## src/rtl/jstepper_pkg.sv

```systemverilog
// Shared encodings for the jcscpu step sequencer: phase and state
// enumerations and the step counter width.
package jstepper_pkg;

    localparam int STEP_W = 3;

    typedef enum logic [1:0] {
        PH_P0 = 2'd0,
        PH_P1 = 2'd1,
        PH_P2 = 2'd2,
        PH_P3 = 2'd3
    } phase_t;

    typedef enum logic {
        ST_IDLE = 1'b0,
        ST_RUN  = 1'b1
    } state_t;

endpackage

```

## src/rtl/jstepper_jclkphase.sv

```systemverilog
// Four-phase counter inside one instruction step. Produces the registered
// enable/set strobes and a flag marking the step boundary (P3).
module jclkphase
    import jstepper_pkg::*;
(
    input  logic       wclk,
    input  logic       wrst_n,
    input  logic       clr,       // force P0 at the next edge
    input  logic       adv,       // step to the next phase (P3 wraps to P0)
    input  logic       run_next,  // sequencer will be in RUN after this edge
    output logic [1:0] phase,
    output logic       p3,
    output logic       wclke,
    output logic       wclks
);

    phase_t phase_q;
    phase_t phase_d;

    // Next phase: clear wins over advance, otherwise hold.
    always_comb begin
        // NOTE: default assigned first so every path drives phase_d and no latch is inferred.
        phase_d = phase_q;
        if (clr) begin
            phase_d = PH_P0;
        end else if (adv) begin
            phase_d = phase_t'(phase_q + 2'd1);
        end
    end

    // Phase register plus strobes decoded from the upcoming phase, so the
    // strobes are flop outputs that line up with the phase they describe.
    always_ff @(posedge wclk or negedge wrst_n) begin
        if (!wrst_n) begin
            phase_q <= PH_P0;
            wclke   <= 1'b0;
            wclks   <= 1'b0;
        end else begin
            // NOTE: non-blocking so all flops sample pre-edge values together.
            phase_q <= phase_d;
            wclke   <= run_next && (phase_d != PH_P3);
            wclks   <= run_next && (phase_d == PH_P1);
        end
    end

    assign phase = phase_q;
    assign p3    = (phase_q == PH_P3);

endmodule

```

## src/rtl/jstepper.sv

```systemverilog
// Control-phase sequencer: splits each instruction into NSTEPS steps of four
// clock cycles and emits a one-hot step vector plus enable/set strobes.
module jstepper
    import jstepper_pkg::*;
#(
    parameter int NSTEPS = 6
) (
    input  logic              wclk,
    input  logic              wrst_n,
    input  logic              wrun,
    input  logic              wrestart,
    output logic [NSTEPS-1:0] bstep,
    output logic              wclke,
    output logic              wclks,
    output logic              wlast,
    output logic              wbusy
);

    localparam logic [STEP_W-1:0] LAST_STEP = STEP_W'(NSTEPS - 1);

    state_t            state_q, state_d;
    logic [STEP_W-1:0] step_q, step_d;
    logic              ph_clr, ph_adv;
    logic              p3;
    logic [1:0]        phase;
    logic              run_next;
    logic              wlast_d;
    logic [NSTEPS-1:0] bstep_d;

    jclkphase u_phase (
        .wclk     (wclk),
        .wrst_n   (wrst_n),
        .clr      (ph_clr),
        .adv      (ph_adv),
        .run_next (run_next),
        .phase    (phase),
        .p3       (p3),
        .wclke    (wclke),
        .wclks    (wclks)
    );

    // Next state / step and phase-counter control. Restart beats everything;
    // wrun is only looked at in IDLE or at the last step boundary.
    always_comb begin
        state_d = state_q;
        step_d  = step_q;
        ph_clr  = 1'b0;
        ph_adv  = 1'b0;
        if (wrestart) begin
            state_d = ST_IDLE;
            step_d  = '0;
            ph_clr  = 1'b1;
        end else if (state_q == ST_IDLE) begin
            ph_clr = 1'b1;
            if (wrun) begin
                state_d = ST_RUN;
                step_d  = '0;
            end
        end else if (!p3) begin
            ph_adv = 1'b1;
        end else if (step_q != LAST_STEP) begin
            step_d = step_q + 1'b1;
            ph_adv = 1'b1;
        end else if (wrun) begin
            step_d = '0;
            ph_adv = 1'b1;
        end else begin
            state_d = ST_IDLE;
            step_d  = '0;
            ph_clr  = 1'b1;
        end
    end

    assign run_next = (state_d == ST_RUN);
    // Upcoming phase is P3 only when advancing out of P2.
    assign wlast_d  = run_next && (step_d == LAST_STEP) && ph_adv && (phase == PH_P2);

    // One-hot decode of the upcoming step, zero when heading to IDLE.
    always_comb begin
        bstep_d = '0;
        for (int i = 0; i < NSTEPS; i++) begin
            bstep_d[i] = run_next && (step_d == STEP_W'(i));
        end
    end

    // State, step and registered step-related outputs.
    always_ff @(posedge wclk or negedge wrst_n) begin
        if (!wrst_n) begin
            state_q <= ST_IDLE;
            step_q  <= '0;
            bstep   <= '0;
            wlast   <= 1'b0;
        end else begin
            state_q <= state_d;
            step_q  <= step_d;
            bstep   <= bstep_d;
            wlast   <= wlast_d;
        end
    end

    assign wbusy = (state_q == ST_RUN);

endmodule
```

## config.mk

```make
export PLATFORM = sky130hd
export DESIGN_NAME = jstepper
export DESIGN_NICKNAME = d
export VERILOG_FILES = /design/src/rtl/jstepper_pkg.sv /design/src/rtl/jstepper_jclkphase.sv /design/src/rtl/jstepper.sv
export SDC_FILE = /design/constraint.sdc
export NUM_CORES = 1
export LEC_CHECK = 0
export BUFFER_PORTS_ARGS = -buffer_cell sky130_fd_sc_hd__buf_2
export CAP_MARGIN = 30
export CORE_UTILIZATION = 56
export CTS_BUF_LIST = sky130_fd_sc_hd__clkbuf_8 sky130_fd_sc_hd__clkbuf_16
export CTS_CLUSTER_DIAMETER = 100
export DETAILED_ROUTE_END_ITERATION = 7
export PLACE_DENSITY = 0.8
export SLEW_MARGIN = 0
export SYNTH_ARGS = -nofsm -noshare
export SYNTH_HDL_FRONTEND = slang
export SYNTH_SLANG_ARGS = --single-unit
export TNS_END_PERCENT = 10
```

## constraint.sdc

```tcl
create_clock -name wclk -period 4.7 [get_ports wclk]
set_input_delay 0.47 -clock wclk [delete_from_list [all_inputs] [get_ports wclk]]
set_output_delay 0.47 -clock wclk [all_outputs]
set_load 0.05 [all_outputs]
```

==> results of run 1 <==
metal layers:
metal  vias up  GRT usage (%)  wire length [µm]
met2        31           41.9               686
li1        285              -                 -
met4         0           5.17                16
met3         3           5.23               113
met1       280           32.7               655
met5         -              0                 0
power breakdown:
part | switching, mW | leakage (nW) | internal, mW
Clock | 0.0439 | 0.0269 | 0.0578
Sequential | 0.00468 | 0.203 | 0.133
Combinational | 0.0229 | 0.208 | 0.00957
worst max-delay path, delay by kind of cell (launching register included):
kind	cells	cell delay, ps
adders and majority gates	2	520
and+or+nand+nor	3	590
AOI/OAI and AO/OA	1	190
DFF	1	360
cells by family after synthesis:
family          count (synthesis)
buf+inv                        10
flops                          15
compound gates                 16
fa+ha+maj                       3
simple gates                   23
mux                             3
path summary, 6_finish.rpt:
path                                         endpoint  slack (ps)
setup / recovery              u_phase.wclke$_DFF_PN0_        2960
hold / removal                u_phase.wclke$_DFF_PN0_         120
setup reg to reg              u_phase.wclke$_DFF_PN0_        2960
hold reg to reg            u_phase.phase[1]$_DFF_PN0_         630
max in group asynchronous          bstep[2]$_DFF_PN0_        4330
min in group wclk                 step_q[0]$_DFF_PN0_         530
cell usage after synthesis (2+ instances only):
cell type   n  area share, %
nor3_1      5            3.4
ha_1        3            5.1
nand2b_1    2            1.7
mux2_2      2            3.0
a21oi_1     4            2.7
a21boi_0    2            2.0
dfrtp_1    15             51
nor2_1      5            2.5
a211oi_1    3            3.0
inv_1       8            4.0
nand2_1     3            1.5
area by class of cell:
| cell class | instances | area (µm²) | area share [%] |
|---|---|---|---|
| Sequential cell | 15 | 375 | 43.7 |
| Multi-Input combinational cell | 45 | 325 | 37.9 |
| Timing Repair Buffer | 13 | 65.1 | 7.58 |
| Clock buffer | 3 | 41.3 | 4.81 |
| Inverter | 8 | 30.0 | 3.50 |
| Tap cell | 14 | 17.5 | 2.04 |
| Clock inverter | 1 | 3.75 | 0.437 |
sequential cells by signal, indices dropped and copies added (netlist names):
name / flops
bstep: 6
step_q: 3
u_phase.phase: 2
u_phase.wclke: 1
u_phase.wclks: 1
wbusy: 1
wlast: 1
==> results by group, run 1 <==
Synth
  – Synthesized area per cell: 10.6 µm²
  – Syn Std Cell Area: 743 µm²
  – Cell variety after synth: 29
  – Largest family of logic cells by synthesized area: simple AND/OR/NAND/NOR gates
  – Mapped Nets: 77
  – Post-Synth Adder-Cell Area: 5.05%
  – Yosys warnings: 0
  – Post-synthesis compound-gate area fraction: 16.0%
  – Post-synth EDFFs: 0
  – Top FF cell, synth: dfrtp_1
  – Sequential fraction of the synthesis area: 50.5%
  – Synth Register Bits: 15
  – Multiplexer share of the synthesized area: 4.38%
  – Synth Area in XOR/XNOR: 0%
  – Asr flop ratio synth: 100%
  – Cell count after synthesis: 70
  – Synth Area in Simple Gates: 18.4%

Finish
  – Final core utilization: 73.3%
  – Design area: 858 µm²
  – Most frequent cells in the layout: dfrtp_1, buf_2, inv_1, nor3_1, nor2_1
  – Finished Layout Cells: 99
  – Share of cells above drive strength 1: 25.9%
  – Area Growth Syn to Fin: 15.5%
  – Commonest non-fill, non-tap cell in the layout: dfrtp_1
  – Fillers: 82
  – Ant diodes: 0
  – Layout Nets: 93

Worst setup path
  – Worst path slowest cell: dfrtp_1
  – R2R depth: 6
  – CP Launch Type: flip-flop
  – Kind of critical path: reg -> reg
  – CP Launch Point: u_phase.phase[1]$_DFF_PN0_
  – Critical Path Max Stage Delay: 360 ps
  – WP data arrival: 1910 ps
  – Critical Path End Type: flip-flop
  – CP required: 4860 ps
  – Cell mode on critical path: ha_1
  – Crit Path Max Fanout: 9
  – FF-to-FF Start: u_phase.phase[1]$_DFF_PN0_
  – Crit path cell chain: ha_1 -> nand2_1 -> nor3_1 -> nor2_1 -> ha_1 -> a31oi_1

Floorplan
  – Die Ht: 38.4 µm
  – Die W: 38.4 µm
  – Die ar.: 1480 µm²
  – Top Ports: 14
  – Core footprint: 1170 µm²
  – Floorplan row count: 12
  – Starting density of the core: 63.5%

Power and ir drop
  – Pwr per Cell Area: 317 nW/µm²
  – Worst vdd ir: 0.193 mV
  – Total power: 0.272 mW
  – LEAKAGE: 0.438 nW

Timing
  – RSZ-0062 raised after global routing: no
  – Worst-margin pin slew: 447 ps
  – Max Clk Rate: 573 MHz
  – Crit path time final: 1740 ps
  – Final setup vio count: 0
  – Slew HR: 70.0%
  – Final period utilization: 37.1%
  – Final WS setup: 2960 ps
  – TNS Setup: 0 ps
  – Final Skew: 1.44 ps
  – Final Hold Viols: 0
  – Pins Over Slew Limit: 0
  – Final hold slack: 118 ps

Routing
  – Total Routed Length: 1.47 mm
  – Starting DRT DRC Count: 19
  – Detailed-router iteration count before antenna repair: 4
  – DRC viols: 0
  – Routed vias/inst: 6.05
  – Routed len/inst: 14.9 µm
  – Vias: 599
  – Antenna Nets Post-Route: 0

Run
  – Max cap viols: 0

GRT
  – GR Util All Layers: 24.8%
  – Gr ovfl total: 0
  – Initial antenna violation count: 0
  – Via count of the first global-routing pass: 543
  – Largest net degree at the start of global routing: 16
  – Global-route wire length before repair: 2.46 mm

Clock network
  – Clock Tree Buf Depth: 2
  – H-tree levels: 1
  – Cts bufs inserted: 3
  – Post-cts hold buffer count: 0
  – CTS Root Buffer Type: clkbuf_8
  – CTS tree: yes
  – Clock latency on the worst-skew pair: 250 ps
  – CTS resizes: 0
  – Worst-path clk slew: 60 ps
  – Clk sinks: 15
  – Post-CTS setup buffers: 0

Place
  – DP Worst Slack: 2980 ps
  – HPWL after detailed placement: 1.06 mm
  – I/O Buffers: 13
  – Cell Area, Placed: 813 µm²
  – Routability cong.: 0.908
  – Post-Place Cells: 95

Min path
  – Hold WC Path Type: in -> async

Status
  – Status: completed
Power figures use the tool's default switching activity.
==> run 2: changes to the inputs <==
Settings changed: CORE_UTILIZATION 56 to 52, PLACE_DENSITY 0.8 to 0.76.
Clock period 4.7 ns to 1.7 ns, I/O delays scaled along.
==> run 2 against run 1 <==
Compared with the run above: total power rose to 2.8 times the previous value; die area up 7.3%; clock power rose to 2.8 times the previous value; clock-buffer cell count unchanged; largest power group unchanged; register-to-register slack worse by 2800 ps; routed wire length down 0.68%; cell area up 5.0%.
==> results by group, run 2 (synthesis results as in run 1) <==
Status
  – Status: completed

Routing
  – DRC viols: 0 (unchanged)
  – Routed len/inst: 14.0 µm (-5.5%)
  – WL met1: 658 µm (+0.46%)
  – Vias: 601 (+0.33%)
  – Total Routed Length: 1.46 mm (-0.68%)
  – Routed vias/inst: 5.78 (-4.5%)
  – Starting DRT DRC Count: 6 (-13)
  – Antenna Nets Post-Route: 0 (unchanged)
  – Detailed-router iteration count before antenna repair: 4 (unchanged)
  – Max Used Layer: met4
  – Routed length on met3: 54 µm (-52%)
  – Met2 routed WL: 690 µm (+0.58%)

Power and ir drop
  – Worst vdd ir: 0.630 mV (+230%)
  – Total power: 0.761 mW (+180%)
  – LEAKAGE: 0.453 nW (+3.4%)
  – Pwr per Cell Area: 845 nW/µm² (+170%)

Finish
  – Share of cells above drive strength 1: 31.5% (+5.6 points)
  – Ant diodes: 0 (unchanged)
  – Largest register by flop count: bstep
  – Area Growth Syn to Fin: 21.2%
  – Finished Layout Cells: 104 (+5.1%)
  – Commonest non-fill, non-tap cell in the layout: dfrtp_1
  – Design area: 901 µm² (+5.0%)
  – Layout Nets: 97 (+4.3%)
  – Final core utilization: 68.4% (-4.9 points)
  – Max FFs per register: 6 (unchanged)
  – Most frequent cells in the layout: dfrtp_1, buf_2, inv_1, nor2_1

Timing
  – Slew HR: 74.5% (+4.5 points)
  – Final hold slack: 225 ps (+107 ps)
  – Pins Over Slew Limit: 0 (unchanged)
  – Crit path time final: 1570 ps (-175 ps)
  – Final period utilization: 92.3% (+55 points)
  – Final setup vio count: 0 (unchanged)
  – Final Skew: 4.25 ps (+2.81 ps)
  – Final WS setup: 130 ps (-2830 ps)
  – Max Clk Rate: 637 MHz (+11%)
  – Final Hold Viols: 0 (unchanged)
  – Worst-margin pin slew: 379 ps (-68.5 ps)
  – TNS Setup: 0 ps (unchanged)
  – RSZ-0062 raised after global routing: no

Place
  – I/O Buffers: 13 (unchanged)
  – Cell Area, Placed: 837 µm² (+2.9%)
  – Routability cong.: 0.905 (-0.30%)
  – Post-Place Cells: 99 (+4.2%)
  – HPWL after detailed placement: 1.05 mm (-0.95%)
  – DP Worst Slack: 78.1 ps (-2900 ps)

GRT
  – Initial antenna violation count: 0 (unchanged)
  – Gr ovfl total: 0 (unchanged)
  – GR Util All Layers: 24.1% (-0.71 points)
  – Global-route wire length before repair: 2.34 mm (-4.8%)
  – Largest net degree at the start of global routing: 16 (unchanged)
  – Via count of the first global-routing pass: 515 (-5.2%)

Clock network
  – Clock Tree Buf Depth: 2 (unchanged)
  – CTS tree: yes
  – CTS Root Buffer Type: clkbuf_8
  – Worst-path clk slew: 60 ps (about the same)
  – Cts bufs inserted: 3 (unchanged)
  – Clk sinks: 15 (unchanged)
  – H-tree levels: 1 (unchanged)
  – Clock latency on the worst-skew pair: 250 ps (about the same)

Worst setup path
  – Cell family with most CP delay: simple AND/OR/NAND/NOR gates
  – Critical Path Max Stage Delay: 430 ps (+70 ps)
  – CP Launch Type: flip-flop
  – CP required: 1860 ps (-3000 ps)
  – CP bufs+invs: 0 (unchanged)
  – Worst path slowest cell: a311o_1
  – Critical Path End Type: flip-flop
  – WP data arrival: 1730 ps (-180 ps)
  – Crit Path Max Fanout: 9 (unchanged)
  – Crit path cell chain: ha_2 -> and3b_1 -> a311o_1 -> nor4_2
  – Kind of critical path: reg -> reg

Min path
  – Hold WC Path Type: in -> reg

Floorplan
  – Top Ports: 14 (unchanged)
  – Die ar.: 1580 µm² (+7.3%)
  – Die Ht: 39.8 µm (+3.6%)
  – Floorplan row count: 13 (+1)
  – Core footprint: 1320 µm² (+13%)
  – Die W: 39.8 µm (+3.6%)
  – Starting density of the core: 56.4% (-7.1 points)

Run
  – Max cap viols: 0 (unchanged)
-- run 2: routing by layer --
layer / track usage [%] / up-vias
li1: - / 292
met1: 29.1 / 284
met2: 36.5 / 18
met3: 6.82 / 7
met4: 16.4 / 0
met5: 0 / -
-- run 2: worst reg2reg max path: cells and delay by family (launching register included) --
kind	cells	cell delay, ps
simple gates	2	430
compound gates	1	430
flops	1	380
fa+ha+maj	1	230
-- run 2: cell type report --
class | instances | area, µm²
Inverter | 8 | 30.0
Clock buffer | 3 | 41.3
Sequential cell | 15 | 375
Tap cell | 15 | 18.8
Multi-Input combinational cell | 45 | 333
Timing Repair Buffer | 17 | 97.6
Clock inverter | 1 | 5.00
Fill cell | 105 | 417
-- run 2: worst paths after layout --
check                                            from                    endpoint  slack (ps)  depth (start not counted)
max in group asynchronous                      wrst_n         step_q[2]$_DFF_PN0_        1100                          2
hold reg to reg            u_phase.phase[1]$_DFF_PN0_  u_phase.phase[1]$_DFF_PN0_         620                          2
setup reg to reg           u_phase.phase[0]$_DFF_PN0_          bstep[1]$_DFF_PN0_         130                          4
setup / recovery           u_phase.phase[0]$_DFF_PN0_          bstep[1]$_DFF_PN0_         130                          4
hold / removal                               wrestart         step_q[0]$_DFF_PN0_         230                          2
min in group asynchronous                      wrst_n             wbusy$_DFF_PN0_         350                          2
-- run 2: timing repair --
action	4_1_cts	5_1_grt
buffers inserted	0	0
endpoints found under the hold margin	15	0
gates resized for setup	0	2
endpoints found under the setup margin	0	3
hold buffers	1	0
-- run 2: where the power goes --
part           switching, mW  leakage (nW)  internal, mW
logic                 0.0689         0.224        0.0318
clock network          0.121        0.0255         0.162
registers            0.00865         0.203         0.368
total                  0.199         0.453         0.562
==> run 3: changes to the inputs <==
Settings changed: RECOVER_POWER from default to 100.
==> run 3 against run 2 <==
Compared with the run above: clock power about the same; clock-buffer cell count unchanged; critical endpoint is now bstep[0]$_DFF_PN0_; clock skew about the same; hold slack better by 3.4 ps; sequential share of layout area up 1.1 points; via count up 0.83%; combinational power down 4%; cell area down 2.5%; die area unchanged.
==> results by group, run 3 (synthesis results as in run 1) <==
Status
  – Status: completed

Routing
  – Routed vias/inst: 5.83 (+0.83%)
  – Vias: 606 (+0.83%)
  – Antenna Nets Post-Route: 0 (unchanged)
  – Total Routed Length: 1.47 mm (+0.75%)
  – Routed len/inst: 14.2 µm (+0.75%)
  – Starting DRT DRC Count: 6 (unchanged)
  – Detailed-router iteration count before antenna repair: 4 (unchanged)
  – DRC viols: 0 (unchanged)

Place
  – Post-Place Cells: 99 (unchanged)
  – Cell Area, Placed: 837 µm² (unchanged)
  – I/O Buffers: 13 (unchanged)
  – HPWL after detailed placement: 1.05 mm (unchanged)
  – Routability cong.: 0.905 (unchanged)

Finish
  – Ant diodes: 0 (unchanged)
  – Design area: 878 µm² (-2.5%)
  – Commonest non-fill, non-tap cell in the layout: dfrtp_1
  – Finished Layout Cells: 104 (unchanged)
  – Layout Nets: 97 (unchanged)
  – Share of cells above drive strength 1: 15.7% (-16 points)
  – Largest register by flop count: bstep
  – Max FFs per register: 6 (unchanged)
  – Fillers: 114 (+8.6%)
  – Most frequent cells in the layout: dfrtp_1, clkbuf_1, inv_1, nor2_1
  – Area Growth Syn to Fin: 18.2%

Floorplan
  – Top Ports: 14 (unchanged)
  – Die Ht: 39.8 µm (unchanged)
  – Die ar.: 1580 µm² (unchanged)
  – Starting density of the core: 56.4% (unchanged)
  – Die W: 39.8 µm (unchanged)
  – Core footprint: 1320 µm² (unchanged)
  – Floorplan row count: 13 (unchanged)

Timing
  – Final Hold Viols: 0 (unchanged)
  – RSZ-0062 raised after global routing: no
  – Slew HR: 47.6% (-27 points)
  – Pins Over Slew Limit: 0 (unchanged)
  – Final period utilization: 92.1% (-0.26 points)
  – Final hold slack: 229 ps (+3.40 ps)
  – Worst-margin pin slew: 786 ps (+408 ps)
  – Max Clk Rate: 639 MHz (+0.29%)
  – Final setup vio count: 0 (unchanged)
  – Crit path time final: 1570 ps (-4.50 ps)
  – Final Skew: 4.26 ps (+0.00283 ps)
  – TNS Setup: 0 ps (unchanged)

Clock network
  – CTS Root Buffer Type: clkbuf_8
  – Cts bufs inserted: 3 (unchanged)
  – CTS tree: yes
  – Clk sinks: 15 (unchanged)
  – Clock Tree Buf Depth: 2 (unchanged)
  – Worst-path clk slew: 60 ps (about the same)
  – Clock latency on the worst-skew pair: 250 ps (about the same)
  – Post-CTS setup buffers: 0 (unchanged)
  – H-tree levels: 1 (unchanged)

Worst setup path
  – WP data arrival: 1730 ps (about the same)
  – Kind of critical path: reg -> reg
  – CP Launch Type: flip-flop
  – Critical Path End Type: flip-flop
  – Crit Path Max Fanout: 9 (unchanged)
  – CP required: 1860 ps (about the same)

Min path
  – Hold WC Path Type: in -> reg

Run
  – Max cap viols: 0 (unchanged)

GRT
  – GR Util All Layers: 24.1% (unchanged)
  – Largest net degree at the start of global routing: 16 (unchanged)
  – Initial antenna violation count: 0 (unchanged)
  – Via count of the first global-routing pass: 515 (unchanged)
  – Gr ovfl total: 0 (unchanged)
  – Global-route wire length before repair: 2.34 mm (unchanged)

Power and ir drop
  – Pwr per Cell Area: 863 nW/µm² (+2.1%)
  – LEAKAGE: 0.404 nW (-11%)
  – Worst vdd ir: 0.629 mV (-0.19%)
==> run 3: cell types whose count changed in the layout (fill, tap and decap cells not counted), sizes merged <==
cell	delta
clkbuf	+12
buf	-12
==> run 3: worst paths after layout <==
check	slack, ps	start	cells after the start	endpoint
max in group asynchronous	690	wrst_n	2	step_q[2]$_DFF_PN0_
hold reg to reg	620	u_phase.phase[1]$_DFF_PN0_	2	u_phase.phase[1]$_DFF_PN0_
min in group asynchronous	510	wrst_n	2	wbusy$_DFF_PN0_
setup reg to reg	130	u_phase.phase[0]$_DFF_PN0_	4	bstep[0]$_DFF_PN0_
setup / recovery	130	u_phase.phase[0]$_DFF_PN0_	4	bstep[0]$_DFF_PN0_
hold / removal	230	wrestart	2	step_q[0]$_DFF_PN0_
==> run 3: timing repair <==
action | in CTS | in global routing
gates resized for setup | 0 | 2
hold buffers | 1 | 0
setup endpoints to repair | 0 | 3
endpoints found under the hold margin | 15 | 0
==> run 3: power breakdown <==
| part | internal, mW | switching [mW] | total, mW | leakage, nW |
|---|---|---|---|---|
| logic | 0.0289 | 0.0682 | 0.0971 | 0.175 |
| registers | 0.368 | 0.00885 | 0.377 | 0.203 |
| clock network | 0.162 | 0.121 | 0.284 | 0.0255 |
| total | 0.559 | 0.198 | 0.758 | 0.404 |
==> run 3: final cells by class <==
type,count,area [µm²],area share [%]
Clock inverter,1,5.00,0.570
Sequential cell,15,375,42.7
Multi-Input combinational cell,45,328,37.3
Clock buffer,3,41.3,4.70
Timing Repair Buffer,17,80.1,9.12
Inverter,8,30.0,3.42
Tap cell,15,18.8,2.14
==> run 3: worst max-delay path, stage by stage (launching register included) <==
cell,delay (ps)
dfrtp_1,380
ha_2,230
and3b_1,210
a311o_1,420
a211oi_1,230
==> run 3: stage by stage <==
stage | util (%) | total power [mW] | setup WS (ps)
after CTS | 67.8 | 0.768 | 57.8
after global placement | 63.5 | 0.479 | 95.2
after detailed placement | 63.5 | 0.481 | 78.1
final | 66.7 | 0.758 | 135
after global routing | 66.7 | 0.794 | 72.4
after floorplan | - | 0.450 | 85.6
==> run 3: layer usage <==
metal / vias to the layer above / global-route usage [%] / share of wire (%)
met4: 0 / 16.4 / 3.9
met2: 24 / 36.5 / 46
met3: 7 / 6.82 / 4.9
met1: 284 / 29.1 / 45
met5: - / 0 / 0
li1: 291 / - / -
